### config.mk
export PLATFORM = sky130hd
export DESIGN_NAME = sdram_arbiter
export DESIGN_NICKNAME = d
export VERILOG_FILES = /design/src/rtl/sdram_arb_pkg.sv /design/src/rtl/sdram_arb_pick.sv /design/src/rtl/sdram_arbiter.sv
export SDC_FILE = /design/constraint.sdc
export NUM_CORES = 1
export LEC_CHECK = 0
export CELL_PAD_IN_SITES_DETAIL_PLACEMENT = 1
export CELL_PAD_IN_SITES_GLOBAL_PLACEMENT = 1
export CORE_UTILIZATION = 34
export CTS_CLUSTER_DIAMETER = 30
export CTS_CLUSTER_SIZE = 28
export DETAILED_ROUTE_END_ITERATION = 12
export GPL_ROUTABILITY_DRIVEN = 1
export PLACE_DENSITY_LB_ADDON = 0.1
export RECOVER_POWER = 100
export SLEW_MARGIN = 40
export SYNTH_ARGS = -nofsm -noshare
export SYNTH_HDL_FRONTEND = slang
export SYNTH_SLANG_ARGS = --single-unit
### constraint.sdc
create_clock -name clk -period 2.99 [get_ports clk]
set_input_delay 0.598 -clock clk [delete_from_list [all_inputs] [get_ports clk]]
set_output_delay 0.598 -clock clk [all_outputs]
set_load 0.01 [all_outputs]
### src/rtl/sdram_arb_pkg.sv
// rtl/sdram_arb_pkg.sv - shared types and defaults for the SDRAM arbiter
package sdram_arb_pkg;

  localparam int ADDR_W_DEF = 25;
  localparam int DATA_W_DEF = 16;
  localparam int BURST_LEN  = 32;

  typedef enum logic [2:0] {
    S_INIT,
    S_IDLE,
    S_ISSUE,
    S_WAIT,
    S_DONE
  } state_e;

  typedef enum logic {
    GNT_CPU,
    GNT_VID
  } grant_e;

endpackage

### src/rtl/sdram_arb_pick.sv
// rtl/sdram_arb_pick.sv - combinational winner select between CPU and video requests
// SDRAM_ARB_RR_EN selects round-robin; default build gives video fixed priority.
module sdram_arb_pick (
  input  logic cpu_req,
  input  logic vid_req,
  input  logic last_vid,
  output logic gnt_valid,
  output logic gnt_vid
);

  always_comb begin
    gnt_valid = cpu_req | vid_req;
`ifdef SDRAM_ARB_RR_EN
    gnt_vid = vid_req & (~cpu_req | ~last_vid);
`else
    // last_vid only steers the no-request case, where gnt_vid is a don't-care
    gnt_vid = vid_req | (~cpu_req & last_vid);
`endif
  end

endmodule

### src/rtl/sdram_arbiter.sv
// rtl/sdram_arbiter.sv - shares one sdram_ctl port between CPU words and video bursts
// Arbitration policy set by SDRAM_ARB_RR_EN (round-robin) inside sdram_arb_pick.
module sdram_arbiter
  import sdram_arb_pkg::*;
#(
  parameter int ADDR_W = ADDR_W_DEF,
  parameter int DATA_W = DATA_W_DEF
) (
  input  logic              clk,
  input  logic              rst,
  input  logic              cpu_req,
  input  logic              cpu_we,
  input  logic [ADDR_W-1:0] cpu_addr,
  input  logic [DATA_W-1:0] cpu_wdata,
  output logic              cpu_ack,
  output logic [DATA_W-1:0] cpu_rdata,
  input  logic              vid_req,
  input  logic [ADDR_W-1:0] vid_addr,
  output logic              vid_ack,
  output logic              ctl_write_en,
  output logic              ctl_burst_en,
  output logic [ADDR_W-1:0] ctl_addr,
  output logic [DATA_W-1:0] ctl_data_in,
  output logic              ctl_refresh_data,
  input  logic [DATA_W-1:0] ctl_data_out,
  input  logic              ctl_data_ready,
  input  logic              ctl_mem_ready,
  output logic              busy
);

  state_e              state_q, state_d;
  grant_e              grant_q, grant_d;
  grant_e              last_grant_q, last_grant_d;
  logic                write_en_q, write_en_d;
  logic                burst_en_q, burst_en_d;
  logic [ADDR_W-1:0]   addr_q, addr_d;
  logic [DATA_W-1:0]   data_in_q, data_in_d;
  logic                refresh_q, refresh_d;
  logic                cpu_ack_q, cpu_ack_d;
  logic                vid_ack_q, vid_ack_d;
  logic [DATA_W-1:0]   cpu_rdata_q, cpu_rdata_d;
  logic                busy_q, busy_d;
  logic                pick_valid, pick_vid;

  sdram_arb_pick u_pick (
    .cpu_req  (cpu_req),
    .vid_req  (vid_req),
    .last_vid (last_grant_q == GNT_VID),
    .gnt_valid(pick_valid),
    .gnt_vid  (pick_vid)
  );

  always_comb begin
    state_d      = state_q;
    grant_d      = grant_q;
    last_grant_d = last_grant_q;
    write_en_d   = write_en_q;
    burst_en_d   = burst_en_q;
    addr_d       = addr_q;
    data_in_d    = data_in_q;
    cpu_rdata_d  = cpu_rdata_q;
    refresh_d    = 1'b0;
    cpu_ack_d    = 1'b0;
    vid_ack_d    = 1'b0;

    case (state_q)
      S_INIT: begin
        if (ctl_mem_ready) state_d = S_IDLE;
      end
      S_IDLE: begin
        if (pick_valid) begin
          state_d   = S_ISSUE;
          refresh_d = 1'b1;
          if (pick_vid) begin
            grant_d    = GNT_VID;
            write_en_d = 1'b0;
            burst_en_d = 1'b1;
            addr_d     = vid_addr;
            data_in_d  = '0;
          end else begin
            grant_d    = GNT_CPU;
            write_en_d = cpu_we;
            burst_en_d = 1'b0;
            addr_d     = cpu_addr;
            data_in_d  = cpu_wdata;
          end
        end
      end
      S_ISSUE: begin
        state_d = S_WAIT;
      end
      S_WAIT: begin
        // Acks are registered here so they line up with the S_DONE cycle
        if (ctl_data_ready) begin
          state_d = S_DONE;
          if (grant_q == GNT_CPU) begin
            cpu_ack_d = 1'b1;
            if (!write_en_q) cpu_rdata_d = ctl_data_out;
          end else begin
            vid_ack_d = 1'b1;
          end
        end
      end
      S_DONE: begin
        state_d      = S_IDLE;
        last_grant_d = grant_q;
      end
      default: state_d = S_INIT;
    endcase

    busy_d = (state_d != S_IDLE);
  end

  always_ff @(posedge clk or negedge rst) begin
    if (!rst) begin
      state_q      <= S_INIT;
      grant_q      <= GNT_VID;
      last_grant_q <= GNT_VID;
      write_en_q   <= 1'b0;
      burst_en_q   <= 1'b0;
      addr_q       <= '0;
      data_in_q    <= '0;
      refresh_q    <= 1'b0;
      cpu_ack_q    <= 1'b0;
      vid_ack_q    <= 1'b0;
      cpu_rdata_q  <= '0;
      busy_q       <= 1'b0;
    end else begin
      state_q      <= state_d;
      grant_q      <= grant_d;
      last_grant_q <= last_grant_d;
      write_en_q   <= write_en_d;
      burst_en_q   <= burst_en_d;
      addr_q       <= addr_d;
      data_in_q    <= data_in_d;
      refresh_q    <= refresh_d;
      cpu_ack_q    <= cpu_ack_d;
      vid_ack_q    <= vid_ack_d;
      cpu_rdata_q  <= cpu_rdata_d;
      busy_q       <= busy_d;
    end
  end

  assign ctl_write_en     = write_en_q;
  assign ctl_burst_en     = burst_en_q;
  assign ctl_addr         = addr_q;
  assign ctl_data_in      = data_in_q;
  assign ctl_refresh_data = refresh_q;
  assign cpu_ack          = cpu_ack_q;
  assign vid_ack          = vid_ack_q;
  assign cpu_rdata        = cpu_rdata_q;
  assign busy             = busy_q;

endmodule
==> flow_metrics.env <==
export IMPL_drt_total_wl_mm=9.53
export IMPL_worst_setup_path_start_kind="input pin"
export IMPL_multi_input_area_um2=1320
export IMPL_p_clk_share_pct=17.6
export IMPL_placed_cell_area_um2=4880
export IMPL_grt_use_total_pct=20.0
export IMPL_period_share_pct=74.1
export IMPL_viasPerCell=5.17
export IMPL_drive_above_1_share_pct=16.2
export IMPL_period_minus_slack_ps=2220
export IMPL_finClkSkew_ps=12.5
export IMPL_sw_frac_of_total_pct=35.8
export IMPL_n_fill_cell=1016
export IMPL_setup_viol=0
export IMPL_fmax_ghz=0.451
export IMPL_synthTopCellsByArea="dfrtp_1 (50%), a31oi_1 (9.5%), mux2_4 (9.1%)"
export IMPL_worst_hold_slack_ps=485
export IMPL_synthCells=275
export IMPL_p_leak_nw=2.03
export IMPL_ctsHoldBuffers=0
export IMPL_top_layer="met4"
export IMPL_post_drt_wl_per_cell_um=17.4
export IMPL_synth_cell_types=32
export IMPL_clkLatencyLatePin_ps=340
export IMPL_ys_ff_latch=68
export IMPL_ant_nets=0
export IMPL_numCtsBuffers=9
export IMPL_diodes=0
export IMPL_globalplace_congestion=0.745
export IMPL_grt_pass1_wl_mm=15.5
export IMPL_power_frac_seq_pct=35.6
export IMPL_hold_viol=0
export IMPL_drv_cap=1
export IMPL_ctsResizeCount=0
export IMPL_area_growth_pct=51.9
export IMPL_design_area_um2=4990
export IMPL_gr_total_overflow=0
export IMPL_rsz0062_at_grt="no"
export IMPL_cp_required_ps=3210
export IMPL_wl_met2_mm=4.68
export IMPL_synth_edf_count=0
export IMPL_first_pass_iters=4
export IMPL_cts_root_buf="clkbuf_8"
export IMPL_cts_setup_buffers=0
export IMPL_grt_pass1_vias=3048
export IMPL_syn_num_nets=364
export IMPL_clkTransAtPathRegs_ps=70
export IMPL_numClockSinks=68
export IMPL_drc=0
export IMPL_htreeDepth=3
export IMPL_hp_start="ctl_data_in[7]"
export IMPL_rows=35
export IMPL_worst_setup_path_end_kind="flip-flop"
export IMPL_grt_max_degree=70
export IMPL_hold_path_class="flip-flop to flip-flop"
export IMPL_synth_ff_type="dfrtp_1"
export IMPL_cp_arrival_ps=2430
export IMPL_timing_rr_start="state_q[2]"
export IMPL_drt_met1_wl_mm=4.04
export IMPL_synth_top_area_share_pct=50.3
export IMPL_drv_slew=69
export IMPL_die_w_um=100
export IMPL_violations="max-capacitance violations, max-slew violations"
export IMPL_ys_seq_area_share_pct=51.9
export IMPL_vias=2836
export IMPL_register_area_um2=1700
export IMPL_p_per_area_nw_per_um2=878
export IMPL_cp_max_fo=24
export IMPL_switchingPower_mw=1.57
export IMPL_core_area_um2=9280
export IMPL_setup_tns_ps=0
export IMPL_max_slew_margin_pct=-17.5
export IMPL_yosys_warnings=0
export IMPL_async_reset_ff_share_pct=100
export IMPL_pwr_share_comb_pct=46.8
export IMPL_synth_top_area_cell="dfrtp_1"
export IMPL_wl_met3_um=658
export IMPL_syn_area_um2=3290
export IMPL_cts_buffer_depth=2
export IMPL_intPower_mw=2.81
export IMPL_fp_dieH_um=100
export IMPL_worstMarginPinSlew_ps=1760
export IMPL_drt_iter0_drc=77
export IMPL_cp_startpoint="cpu_req"
export IMPL_outcome="complete, but fails checks"
export IMPL_portBuffers=151
export IMPL_dpl_hpwl_mm=6.32
export IMPL_cts_tree="yes"
export IMPL_io_pins=152
export IMPL_antenna_found_initial=0
export IMPL_syn_mean_instance_area_um2=11.9
export IMPL_ir_drop_uv=332
export IMPL_dieArea_um2=10100
export IMPL_p_total_mw=4.38
export IMPL_synthTopCellsByCount="dfrtp_1 (66), a31oi_1 (50), o21ai_0 (25), or3b_2 (25), mux2_4 (20)"
export IMPL_synth_most_common_cell="dfrtp_1"
export IMPL_finalNetCount=504
export IMPL_crit_type="input pin to flip-flop"
export IMPL_start_util_pct=35.4
-- final cells by class --
cell class	instances	area share, %
sequential	68	34.2
timing repair buffer	160	31.9
multi-input combinational	174	26.5
tap	129	3.23
clock buffer	9	2.48
clock inverter	7	1.53
inverter	2	0.150
-- layout by cell type, fill, tap and decap left out, drive strengths merged, types with 2 or more instances in the layout --
| cell type | count |
|---|---|
| nand2 | 3 |
| clkdlybuf4s50 | 84 |
| clkinvlp | 2 |
| or3b | 25 |
| mux2 | 35 |
| a31oi | 50 |
| dfstp | 2 |
| buf | 7 |
| dlygate4sd3 | 65 |
| nor2 | 5 |
| dfrtp | 66 |
| inv | 2 |
| o21ai | 25 |
| clkbuf | 13 |
| clkinv | 4 |
| nor3b | 17 |
-- power by group through the flow --
| stage | Sequential [mW] | Clock, mW | Combinational [mW] |
|---|---|---|---|
| after floorplan | 1.75 | 0 | 1.04 |
| after global placement | 1.59 | 0 | 2.28 |
| after detailed placement | 1.61 | 0 | 2.34 |
| after CTS | 1.59 | 0.799 | 2.36 |
| after global routing | 1.62 | 0.839 | 2.25 |
| final | 1.56 | 0.770 | 2.05 |
-- registers in the layout, summed over array words and instances (netlist names), 3 cells and up --
signal and count:
ctl_addr 25, cpu_rdata 16, ctl_data_in 16, state_q 3
-- layer usage --
layer	up-vias	GRT usage, %
met5	-	0
met4	0	5.69
met3	13	7.10
met2	91	33.8
met1	1422	24.0
li1	1310	-
-- critical path: stages --
cell and delay [ps]:
dlygate4sd3_1 620, o21ba_1 150, and3_1 460, buf_12 250, mux2_2 350
-- cell families after synthesis --
family	Yosys count	share of synthesized area, %
muxes	35	14.3
AOI/OAI and AO/OA	81	14.8
buffers and inverters	33	5.94
DFF	68	51.9
and+or+nand+nor	58	13.1
-- worst paths after layout --
| kind | slack [ps] | cells after the start | endpoint |
|---|---|---|---|
| min in group asynchronous | 720 | 1 | ctl_refresh_data |
| setup / recovery | 770 | 5 | ctl_data_in[15] |
| hold / removal | 490 | 1 | ctl_data_in[7] |
| max in group asynchronous | 1220 | 1 | ctl_addr[3] |
| setup reg to reg | 910 | 4 | ctl_addr[15] |
| hold reg to reg | 490 | 1 | ctl_data_in[7] |
-- metrics by stage --
| stage | util, % | instances | setup WS, ps |
|---|---|---|---|
| after floorplan | - | 275 | 1210 |
| after global placement | 52.2 | 532 | 468 |
| after detailed placement | 52.5 | 533 | 461 |
| after CTS | 54.7 | 549 | 831 |
| after global routing | 53.7 | 549 | 664 |
| final | 53.7 | 549 | 774 |
Note: power is estimated with default switching activity, not from simulation.
